==> config.mk <==
export PLATFORM = sky130hd
export DESIGN_NAME = rf_mp_sb
export DESIGN_NICKNAME = d
export VERILOG_FILES = /design/src/rtl/rf_mp_sb.sv
export SDC_FILE = /design/constraint.sdc
export NUM_CORES = 2
export LEC_CHECK = 0
export BUFFER_PORTS_ARGS = -buffer_cell sky130_fd_sc_hd__buf_2
export CORE_ASPECT_RATIO = 0.9
export CORE_MARGIN = 4
export CORE_UTILIZATION = 40
export DETAILED_ROUTE_END_ITERATION = 8
export GPL_TIMING_DRIVEN = 0
export PLACE_DENSITY = 0.53
export SLEW_MARGIN = 10
export SYNTH_ARGS = -nofsm -noshare
export SYNTH_HDL_FRONTEND = slang
export SYNTH_SLANG_ARGS = --single-unit
==> constraint.sdc <==
create_clock -name clk -period 34.6 [get_ports clk]
set_input_delay 1.73 -clock clk [delete_from_list [all_inputs] [get_ports clk]]
set_output_delay 1.73 -clock clk [all_outputs]
set_load 0.02 [all_outputs]
==> src/rtl/rf_mp_sb.sv <==
// Multi-port register file (2R + 2W + debug read) with a per-register busy scoreboard.
// Optional macro RF_BYPASS_EN forwards same-cycle write data and busy clears to rd1/rd2/busy1/busy2.
module rf_mp_sb #(
   parameter int unsigned XLEN = 32,
   parameter int unsigned AW   = 5
) (
   input  logic            clk,
   input  logic            rst,
   input  logic            we0,
   input  logic [AW-1:0]   wa0,
   input  logic [XLEN-1:0] wd0,
   input  logic            we1,
   input  logic [AW-1:0]   wa1,
   input  logic [XLEN-1:0] wd1,
   input  logic [AW-1:0]   ra1,
   input  logic [AW-1:0]   ra2,
   output logic [XLEN-1:0] rd1,
   output logic [XLEN-1:0] rd2,
   output logic            busy1,
   output logic            busy2,
   input  logic            iss_v,
   input  logic [AW-1:0]   iss_rd,
   output logic [AW-1:0]   busy_cnt,
   input  logic [AW-1:0]   dbg_sel,
   output logic [XLEN-1:0] dbg_data
);

   localparam int unsigned NREG = 2 ** AW;

   logic [XLEN-1:0] mem_q [NREG];
   logic [NREG-1:0] busy_q, busy_d;
   logic [AW-1:0]   busy_cnt_q, busy_cnt_d;

   // Port 1 is written after port 0 so it wins an address collision.
   always_ff @(posedge clk or posedge rst) begin
      if (rst) begin
         for (int unsigned i = 0; i < NREG; i++) begin
            mem_q[i] <= '0;
         end
      end else begin
         if (we0 && (wa0 != '0)) mem_q[wa0] <= wd0;
         if (we1 && (wa1 != '0)) mem_q[wa1] <= wd1;
      end
   end

   // Issue beats a same-cycle writeback so a back-to-back reuse of rd stays tracked.
   always_comb begin
      busy_d     = busy_q;
      busy_cnt_d = '0;
      busy_d[0]  = 1'b0;
      for (int unsigned r = 1; r < NREG; r++) begin
         if (iss_v && (iss_rd == AW'(r))) begin
            busy_d[r] = 1'b1;
         end else if ((we0 && (wa0 == AW'(r))) || (we1 && (wa1 == AW'(r)))) begin
            busy_d[r] = 1'b0;
         end
         busy_cnt_d = busy_cnt_d + AW'(busy_d[r]);
      end
   end

   always_ff @(posedge clk or posedge rst) begin
      if (rst) begin
         busy_q     <= '0;
         busy_cnt_q <= '0;
      end else begin
         busy_q     <= busy_d;
         busy_cnt_q <= busy_cnt_d;
      end
   end

   assign busy_cnt = busy_cnt_q;
   assign dbg_data = (dbg_sel == '0) ? '0 : mem_q[dbg_sel];

   function automatic logic [XLEN-1:0] read_port(
      input logic [AW-1:0]   ra,
      input logic [XLEN-1:0] stored,
      input logic            w0,
      input logic [AW-1:0]   a0,
      input logic [XLEN-1:0] d0,
      input logic            w1,
      input logic [AW-1:0]   a1,
      input logic [XLEN-1:0] d1
   );
      logic [XLEN-1:0] val;
      val = stored;
`ifdef RF_BYPASS_EN
      if (w0 && (a0 == ra)) val = d0;
      if (w1 && (a1 == ra)) val = d1;
`else
      if (w0 && w1 && (a0 == a1) && (d0 == d1)) val = stored;
`endif
      if (ra == '0) val = '0;
      return val;
   endfunction

   function automatic logic busy_port(
      input logic [AW-1:0] ra,
      input logic          stored,
      input logic          w0,
      input logic [AW-1:0] a0,
      input logic          w1,
      input logic [AW-1:0] a1
   );
      logic b;
      b = stored;
`ifdef RF_BYPASS_EN
      if ((w0 && (a0 == ra)) || (w1 && (a1 == ra))) b = 1'b0;
`else
      if (w0 && w1 && (a0 == a1) && (a0 == ra)) b = stored;
`endif
      if (ra == '0) b = 1'b0;
      return b;
   endfunction

   always_comb begin
      rd1   = read_port(ra1, mem_q[ra1], we0, wa0, wd0, we1, wa1, wd1);
      rd2   = read_port(ra2, mem_q[ra2], we0, wa0, wd0, we1, wa1, wd1);
      busy1 = busy_port(ra1, busy_q[ra1], we0, wa0, we1, wa1);
      busy2 = busy_port(ra2, busy_q[ra2], we0, wa0, we1, wa1);
   end

endmodule

==> impl_results.md <==
- Mapped Area: 74000 sq um
- Worst Setup End Kind: flip-flop
- Status: finished with violations
- Top cells by area, synth: dfrtp_1 (36%), mux4_2 (20%), mux2i_1 (16%)
- Gp weighted congestion: 1.09
- Avg WL per Cell: 49.9 um
- Cell mode on critical path: fa_1
- Worst hold-check path type: flip-flop to flip-flop
- Mapped Avg Cell Area: 10.5 sq um
- Ys flop type: dfrtp_1
- Core footprint: 184000 sq um
- Final Max Slew Viols: 10
- Router iterations before antenna repair: 7
- CTS HTree Levels: 4
- Final setup viols: 0
- Vias/cell: 7.15
- First-pass GRT wire length: 645000 um
- Critical path launch point type: input port
- Total gr overflow: 0
- Post-CTS sizing: 0
- Async SR Flop Fraction: 1.00
- P per Cell Area: 67.0 nW/um^2
- Setup TNS: 0 ns
- Root buffer cell: clkbuf_16
- Peak VDD IR: 328 uV
- Routed WL: 499000 um
- Reg2reg path depth: 15
- Pre-CTS WS: 25.19 ns
- Port Buffer Count: 190
- Largest net degree at the start of global routing: 110
- DR iter-0 viols: 12.7k
- CTS tree: yes
- Clock slew at reported path FFs: 0.06 ns
- Crit-path slowest cell: clkbuf_1
- Synth Instances: 7073
- Die width: 461 um
- Cell taking the most area after synthesis: dfrtp_1
- Layout cell share with drive strength beyond 1: 0.199
- Critical path class: input port to flip-flop
- EDFF count, synth: 0
- M1 GR Usage: 0.633
- Buf/Inv on CP: 7
- Tot GR Track Use: 0.509
- Starting Density: 0.403
- Most frequent cells in the layout: mux2i_1 (1162), dfrtp_1 (1060), nand2_1 (817)
- Post-route ant nets: 0
- # Post-CTS Setup Buffers: 0
- CTS Buf Count: 134
- Max-Cap Viols: 2
- Layout area overhead: 12.9%
- CP max FO: 10
- Layout Skew: 0.0217 ns
- Hold Path Cell Cnt: 1
- DRC viols: 0
- IO Pins: 202
- Seq cells post-synth: 1060
- Post-synth cell types: 59
- RSZ-0062 raised after global routing: no
- Share of the yosys chip area belonging to registers: 0.358
- Crit path cell chain: buf_2, nand4bb_1, nor3_1, clkbuf_1, inv_1, a32o_1, fa_1, inv_1, fa_1, fa_1, inv_1, fa_1, inv_1, fa_1, inv_1, fa_1, fa_1, fa_1, a21o_1, a21oi_1, xnor2_1
- Failing checks: capacitance limit, slew limit
- Ys Warns: 0
- Reg-to-Reg Start: busy_q[12]
- Worst Max-Slew Pin Slew: 1.50 ns
- Origin of the worst setup path: wa1[0]
- Fmax: 110 MHz
- Worst relative slew slack: -0.00284
- Net count, final: 7571
- Worst path required time: 35.36 ns
- Met2 Use GR: 0.670
- Hpwl dp: 396000 um
- Die Area: 192000 sq um
- Die Y: 416 um
- CTS max path bufs: 3
- Tot Pwr: 5.60 mW
- Clk_lat worst skew: 0.85 ns
- Sinks on Clock Net: 1060
- Final Hold Fails: 0
- Static Leak: 35.2 nW
- GR peak layer: met2
- Syn Nets: 7202
- M3 GR Usage: 0.278
- Cts hold-fix bufs: 0
- FP Rows: 149
- Slack of the critical path: 25.55 ns
- Number of global-route vias before repair: 66.1k
- Delay-heaviest family, CP: adder cells
- Fin crit period: 9.05 ns
- Antenna violations before repair: 38
- HP Start: mem_q[1015]
- Yosys top cell area share: 0.358
- Slowest stage delay, CP: 0.93 ns
- Tcrit/Tclk final: 0.262
- WP data arrival: 9.81 ns
- Most common cell after layout, fill and taps aside: mux2i_1
- WP depth: 21
- Vias: 71.5k
-- through the flow --
stage,hold slack [ns],cell area [sq um],util,cells
final,0.486,83600,0.455,10002
after CTS,0.485,83400,0.454,9964
after global placement,0.462,78000,0.425,9679
after floorplan,0.441,74000,-,7073
after detailed placement,0.471,78900,0.430,9720
after global routing,0.495,83500,0.455,9973
-- registers in the layout (all words and copies together), names as in the netlist --
| name | flops |
|---|---|
| busy_cnt | 5 |
| busy_q | 31 |
| mem_q | 1024 |
-- kinds of logic (layout without fill, tap and decap cells) --
group | after synthesis | in the layout | share of synthesized area
flops | 1060 | 1060 | 0.358
xor+xnor | 3 | 3 | 0.000355
mux | 1863 | 1863 | 0.362
simple gates | 1635 | 1635 | 0.0914
buf+inv | 946 | 1423 | 0.0551
other cells | 0 | 36 | 0
compound gates | 1536 | 1536 | 0.126
fa+ha+maj | 30 | 30 | 0.00740
-- worst reg2reg max path, cell delays in order (launching register included) --
cell,delay [ns]
dfrtp_1,0.41
a32oi_1,0.75
fa_1,0.63
fa_1,0.51
fa_1,0.51
inv_1,0.05
fa_1,0.47
inv_1,0.05
fa_1,0.58
inv_1,0.11
fa_1,0.46
fa_1,0.60
fa_1,0.54
a21o_1,0.18
a21oi_1,0.17
xnor2_1,0.13
-- final timing paths --
| check | endpoint | slack (ns) |
|---|---|---|
| worst max-delay path | busy_cnt[4] | 25.55 |
| worst min-delay path | mem_q[1015] | 0.49 |
| worst max register to register | busy_cnt[4] | 28.40 |
| worst min register to register | mem_q[1015] | 0.49 |
| max in group asynchronous | mem_q[917] | 31.48 |
| min in group asynchronous | mem_q[35] | 0.95 |
-- layout make-up --
cell class | instances | area [sq um]
Clock inverter | 55 | 564
Fill cell | 17559 | 100000
Inverter | 65 | 251
Timing Repair Buffer | 233 | 1680
Antenna cell | 36 | 90.1
Sequential cell | 1060 | 26500
Multi-Input combinational cell | 5067 | 43600
Buffer | 881 | 3910
Clock buffer | 189 | 3870
Tap cell | 2416 | 3020
-- cell usage after synthesis, types with 25 or more instances --
library cell,instances
mux2i_1,1162
dfrtp_1,1060
nand2_1,817
mux4_2,643
clkbuf_1,592
nor2_1,569
o21ai_0,491
a21oi_1,432
buf_2,166
a31oi_1,139
nor2b_1,73
a22o_1,72
o22ai_1,69
a211oi_1,67
inv_1,65
a22oi_1,64
buf_4,61
nor3_1,61
mux2_2,58
buf_1,49
a32oi_1,41
o221ai_1,32
a2111oi_0,31
nor4_1,30
a221oi_1,26
and2_1,26
a211o_1,25
-- per-layer routing --
| metal | routed length (um) | vias to the layer above |
|---|---|---|
| met2 | 193000 | 6314 |
| met4 | 42700 | 30 |
| met1 | 184000 | 36557 |
| met5 | 476 | - |
| met3 | 79300 | 1541 |
| li1 | - | 27103 |
-- power by group --
group / switching (mW) / total, mW / leakage (nW) / internal, mW
clock: 0.670 / 1.50 / 2.19 / 0.825
combinational: 1.16 / 2.04 / 20.0 / 0.879
sequential: 0.496 / 2.06 / 13.0 / 1.57
total: 2.33 / 5.60 / 35.2 / 3.27
No activity file was read; power rests on OpenSTA's default activity.
